$ cat src/rtl/display_rr_arbiter.sv
// display_rr_arbiter: round-robin owner of the 7-segment display with a rotating one-hot priority pointer.
// Define ARB_LOCK_EN to add a lock input that freezes the owner's hold countdown.
module display_rr_arbiter #(
  parameter int NREQ        = 4,
  parameter int HOLD_CYCLES = 4,
  parameter int DATA_BITS   = 4
) (
  input  logic                      clk_2,
  input  logic                      reset,
`ifdef ARB_LOCK_EN
  input  logic                      lock,
`endif
  input  logic [NREQ-1:0]           req,
  input  logic [NREQ*DATA_BITS-1:0] req_data,
  output logic [NREQ-1:0]           grant,
  output logic [1:0]                owner,
  output logic                      busy,
  output logic [7:0]                SEG
);
  typedef enum logic {IDLE, GRANT} state_t;
  localparam logic [127:0] HEX = {8'h71, 8'h79, 8'h5E, 8'h39, 8'h7C, 8'h77, 8'h6F, 8'h7F,
                                  8'h07, 8'h7D, 8'h6D, 8'h66, 8'h4F, 8'h5B, 8'h06, 8'h3F};
  localparam logic [2*NREQ-1:0] ONE = 1;
  state_t               state_q, state_d;
  logic [NREQ-1:0]      grant_q, grant_d, ptr_q, ptr_d, nptr, win;
  logic [1:0]           owner_q, owner_d;
  logic [3:0]           hold_q, hold_d;
  logic                 lk, fin;
  logic [DATA_BITS-1:0] nib;
  // Doubled request vector: mask off bits below the pointer, keep the lowest survivor, fold back.
  function automatic logic [NREQ-1:0] pick(input logic [NREQ-1:0] r, input logic [NREQ-1:0] p);
    logic [2*NREQ-1:0] m;
    m = {r, r} & ~({{NREQ{1'b0}}, p} - ONE);
    m = m & -m;
    return m[NREQ-1:0] | m[2*NREQ-1:NREQ];
  endfunction
  function automatic logic [1:0] idx(input logic [NREQ-1:0] g);
    logic [1:0] r;
    r = 2'd0;
    for (int i = 0; i < NREQ; i++) if (g[i]) r = 2'(i);
    return r;
  endfunction
`ifdef ARB_LOCK_EN
  assign lk = lock & req[owner_q];
`else
  assign lk = 1'b0;
`endif
  always_comb begin
    state_d = state_q;
    grant_d = grant_q;
    owner_d = owner_q;
    ptr_d   = ptr_q;
    hold_d  = hold_q;
    fin     = !req[owner_q] || (hold_q == 4'd0 && !lk);
    nptr    = state_q == GRANT ? {grant_q[NREQ-2:0], grant_q[NREQ-1]} : ptr_q;
    win     = pick(req, nptr);
    if (state_q == IDLE || fin) begin
      ptr_d   = nptr;
      grant_d = win;
      owner_d = idx(win);
      state_d = |win ? GRANT : IDLE;
      hold_d  = 4'(HOLD_CYCLES - 1);
    end else begin
      hold_d  = lk ? hold_q : hold_q - 4'd1;
    end
  end
  always_ff @(posedge clk_2 or negedge reset) begin
    if (!reset) begin
      state_q <= IDLE;
      grant_q <= '0;
      owner_q <= 2'd0;
      ptr_q   <= NREQ'(1);
      hold_q  <= 4'd0;
    end else begin
      state_q <= state_d;
      grant_q <= grant_d;
      owner_q <= owner_d;
      ptr_q   <= ptr_d;
      hold_q  <= hold_d;
    end
  end
  assign grant = grant_q;
  assign owner = owner_q;
  assign busy  = state_q == GRANT;
  assign nib   = req_data[owner_q*DATA_BITS +: DATA_BITS];
  assign SEG   = busy ? HEX[nib*8 +: 8] : 8'h00;
endmodule

$ cat config.mk
export PLATFORM = sky130hd
export DESIGN_NAME = display_rr_arbiter
export DESIGN_NICKNAME = d
export VERILOG_FILES = /design/src/rtl/display_rr_arbiter.sv
export SDC_FILE = /design/constraint.sdc
export NUM_CORES = 1
export LEC_CHECK = 0
export CORE_MARGIN = 2
export CORE_UTILIZATION = 51
export CTS_CLUSTER_SIZE = 24
export DETAILED_ROUTE_END_ITERATION = 10
export GPL_TIMING_DRIVEN = 0
export PLACE_DENSITY = 0.85
export SYNTH_ARGS = -nofsm -noshare
export SYNTH_HDL_FRONTEND = slang
export SYNTH_SLANG_ARGS = --single-unit
export TNS_END_PERCENT = 20
$ cat constraint.sdc
create_clock -name clk_2 -period 7.26 [get_ports clk_2]
set_clock_uncertainty 0.2 [all_clocks]
set_input_delay 1.452 -clock clk_2 [delete_from_list [all_inputs] [get_ports clk_2]]
set_output_delay 1.452 -clock clk_2 [all_outputs]
set_load 0.1 [all_outputs]
==> metrics.log <==
[metrics] status: complete, no violations
[metrics] startpoint kind of the worst setup timing path: input port
[metrics] Congestion Overflow GR: 0
[metrics] worst stage delay on the critical path: 1.13 ns
[metrics] area share of the leading cell type in the synthesized netlist: 0.275
[metrics] TritonCTS clock tree: built
[metrics] average wire per cell in the routed design: 15.7 microns
[metrics] total number of vias: 1229
[metrics] synthesized instance count: 137
[metrics] maximum number of pins on one net before global-route repair: 16
[metrics] slew of the pin with the lowest slew margin: 0.968 ns
[metrics] effective utilization at floorplan: 0.524
[metrics] synthesized cell area: 0.00127 sq mm
[metrics] CTS H-tree lvls: 1
[metrics] cell at the root of the clock tree: sky130_fd_sc_hd__clkbuf_4
[metrics] Setup Viol. Count Final: 0
[metrics] Worst R2R Path Depth: 9
[metrics] Relative slew margins: 0.353
[metrics] sum of negative setup slack: 0 ns
[metrics] most frequently used flop master after synthesis: sky130_fd_sc_hd__dfrtp_1
[metrics] via count of the first global-routing pass: 1188
[metrics] busiest layer in global routing: met2
[metrics] Area Growth Syn to Fin: 32.5%
[metrics] clock buffer count from CTS: 3
[metrics] count of flip-flops with a built-in enable after synthesis: 0
[metrics] max-cap violations: 0
[metrics] post-place instance area: 0.00166 sq mm
[metrics] initial antenna violation count: 0
[metrics] floorplan core area: 0.00243 sq mm
[metrics] cell type contributing the most total cell area after synthesis: sky130_fd_sc_hd__dfrtp_1
[metrics] final critical-path share of the clock period: 0.836
[metrics] number of synthesis warnings: 0
[metrics] most common cell after layout, fill and taps aside: sky130_fd_sc_hd__clkdlybuf4s50_1
[metrics] Max Fclk: 0.165 GHz
[metrics] ports placed on the boundary: 37
[metrics] Endpoint, Worst Hold: hold_q[0]
[metrics] flop and latch count out of synthesis: 15
[metrics] RSZ-0062 raised after global routing: false
[metrics] Worst EP required: 5.61 ns
[metrics] horizontal die dimension: 54 microns
[metrics] Post-synth ARST share: 1.00
[metrics] origin of the critical flop-to-flop path: busy
[metrics] count of nets left with antenna violations after detail routing: 0
[metrics] # clock sinks: 15
[metrics] crit path kind: in -> out
[metrics] top area cells in the synthesized netlist: sky130_fd_sc_hd__dfrtp_1 (27%), sky130_fd_sc_hd__mux4_2 (11%), sky130_fd_sc_hd__ha_1 (6.9%)
[metrics] time the worst path needs with I/O delays and setup: 6.07 ns
[metrics] worst path cell trace: clkdlybuf4s50_1 -> mux4_2 -> inv_1 -> ha_1 -> inv_1 -> mux4_2 -> nor2b_1 -> clkdlybuf4s50_1
[metrics] number of DRC violations after detailed-routing iteration 0: 46
[metrics] Hold Path Depth: 1
[metrics] GRT met3 Usage: 0.0389
[metrics] # resized after CTS: 0
[metrics] overall fraction of global-route tracks in use: 0.245
[metrics] cts hold-fix bufs: 0
[metrics] synthesized net count: 166
[metrics] Inserted Diodes: 0
[metrics] via density per instance: 5.97
[metrics] Critical Path Fanout Max: 6
[metrics] Layout fillers: 187
[metrics] HPWL after detailed placement: 2550 microns
[metrics] sequential share of the synthesized area: 0.295
[metrics] number of remaining DRC errors: 0
[metrics] crit path from: req_data[13]
[metrics] crit path max-delay cell type: sky130_fd_sc_hd__clkdlybuf4s50_1
[metrics] Total Routed Length: 3230 microns
[metrics] share of cells above drive strength 1: 0.148
[metrics] multi-input combinational cell area: 826 sq um
[metrics] vertical extent of the die: 54 microns
[metrics] Arr. time, crit path: 4.41 ns
[metrics] RR Endpoint: busy
[metrics] gpl congestion: 0.907
[metrics] number of different library cells in the post-synthesis netlist: 44
[metrics] total area of sequential cells: 377 sq um
[metrics] number of hold violations in the final report: 0
[metrics] average footprint of a synthesized cell: 9.31 sq um
[metrics] worst hold path type: reg -> reg
[metrics] HP Start: hold_q[0]
[metrics] # port buffers: 35
[metrics] final net count: 206
[metrics] clock slew seen by the registers of the worst setup and hold paths: 0.08 ns
[metrics] first-pass GRT wire length: 5150 microns
[metrics] Worst-Skew Late Latency: 0.28 ns
[metrics] highest-count cells in the layout ignoring fill and taps: sky130_fd_sc_hd__clkdlybuf4s50_1 (35), sky130_fd_sc_hd__nor2_1 (14), sky130_fd_sc_hd__nand2_1 (14), sky130_fd_sc_hd__dfrtp_1 (14)
[metrics] post-layout instance area: 0.00169 sq mm
[metrics] Row Count: 18
[metrics] Die Footprint: 0.00292 sq mm
[metrics] critical path endpoint category: primary output
[metrics] worst reg-to-reg setup slack: 4.13 ns
[metrics] final number of max-transition violations: 0
[metrics] GR met1 Demand/Resource: 0.284
[metrics] number of buffers on the longest clock path: 2
[metrics] count of buffers added by post-CTS timing repair for setup: 0
[metrics] met2 track demand over resource in global routing: 0.445
[metrics] TritonRoute pass-1 iters: 4
per-stage QoR:
step           hold WS, ns  instances   util  setup WS [ns]
2_1_floorplan        0.229        137      -           1.58
3_3_place_gp         0.248        202  0.684           1.25
3_5_place_dp         0.255        202  0.684           1.20
4_1_cts              0.264        206  0.694           1.19
5_1_grt              0.281        206  0.694           1.08
6_report             0.261        206  0.694           1.19
metal layers:
metal / vias to the layer above / routed length (microns)
met5: - / 0
met4: 0 / 49
met3: 8 / 159
met2: 58 / 1710
met1: 583 / 1310
li1: 580 / -
final cells by class:
| class | instances | area share |
|---|---|---|
| plain buffers | 8 | 0.0274 |
| inverters | 7 | 0.0156 |
| repair buffers | 35 | 0.207 |
| clock buffers | 4 | 0.0156 |
| multi-input cells | 107 | 0.489 |
| flip-flops and latches | 15 | 0.223 |
| well taps | 30 | 0.0222 |
worst max-delay path, delay by kind of cell:
| family | cells | cell delay (ns) |
|---|---|---|
| buffers and inverters | 4 | 1.69 |
| muxes | 2 | 0.98 |
| adders and majority gates | 1 | 0.16 |
| and+or+nand+nor | 1 | 0.12 |
logic make-up after synthesis:
logic type	share of synthesized area
other cells	0.00294
compound gates	0.150
simple gates	0.232
flops	0.295
mux	0.181
buf+inv	0.0569
xor+xnor	0.0137
fa+ha+maj	0.0687
how the worst max path moves through the flow:
stage / cells past startpoint / endpoint / slack [ns]
floorplan: 6 / SEG[3] / 1.58
global placement: 6 / SEG[3] / 1.25
detailed placement: 8 / SEG[3] / 1.20
CTS: 8 / SEG[3] / 1.19
global route: 8 / SEG[3] / 1.08
finish: 8 / SEG[3] / 1.19
flip-flops by register name (all words and copies together) (netlist names):
register,flops
grant,4
hold_q,4
ptr_q,4
owner,2
busy,1
cell usage after synthesis, drive strengths merged, types with 2 or more instances:
library cell	number
o311a	2
or3	2
inv	7
o211ai	2
a211oi	2
o21ai	7
xnor2	2
dfrtp	14
nand3	4
mux2	4
nand2b	2
a21oi	4
buf	6
clkbuf	2
nor2	14
nor2b	5
o21a	2
nand2	14
and3	2
ha	7
nor4	3
mux4	6
nor4b	2
mux2i	5
nor3	3
Power is left out: the tool's default activity adds up to more than one toggle a clock period on the data nets, which glitch-free logic cannot reach.
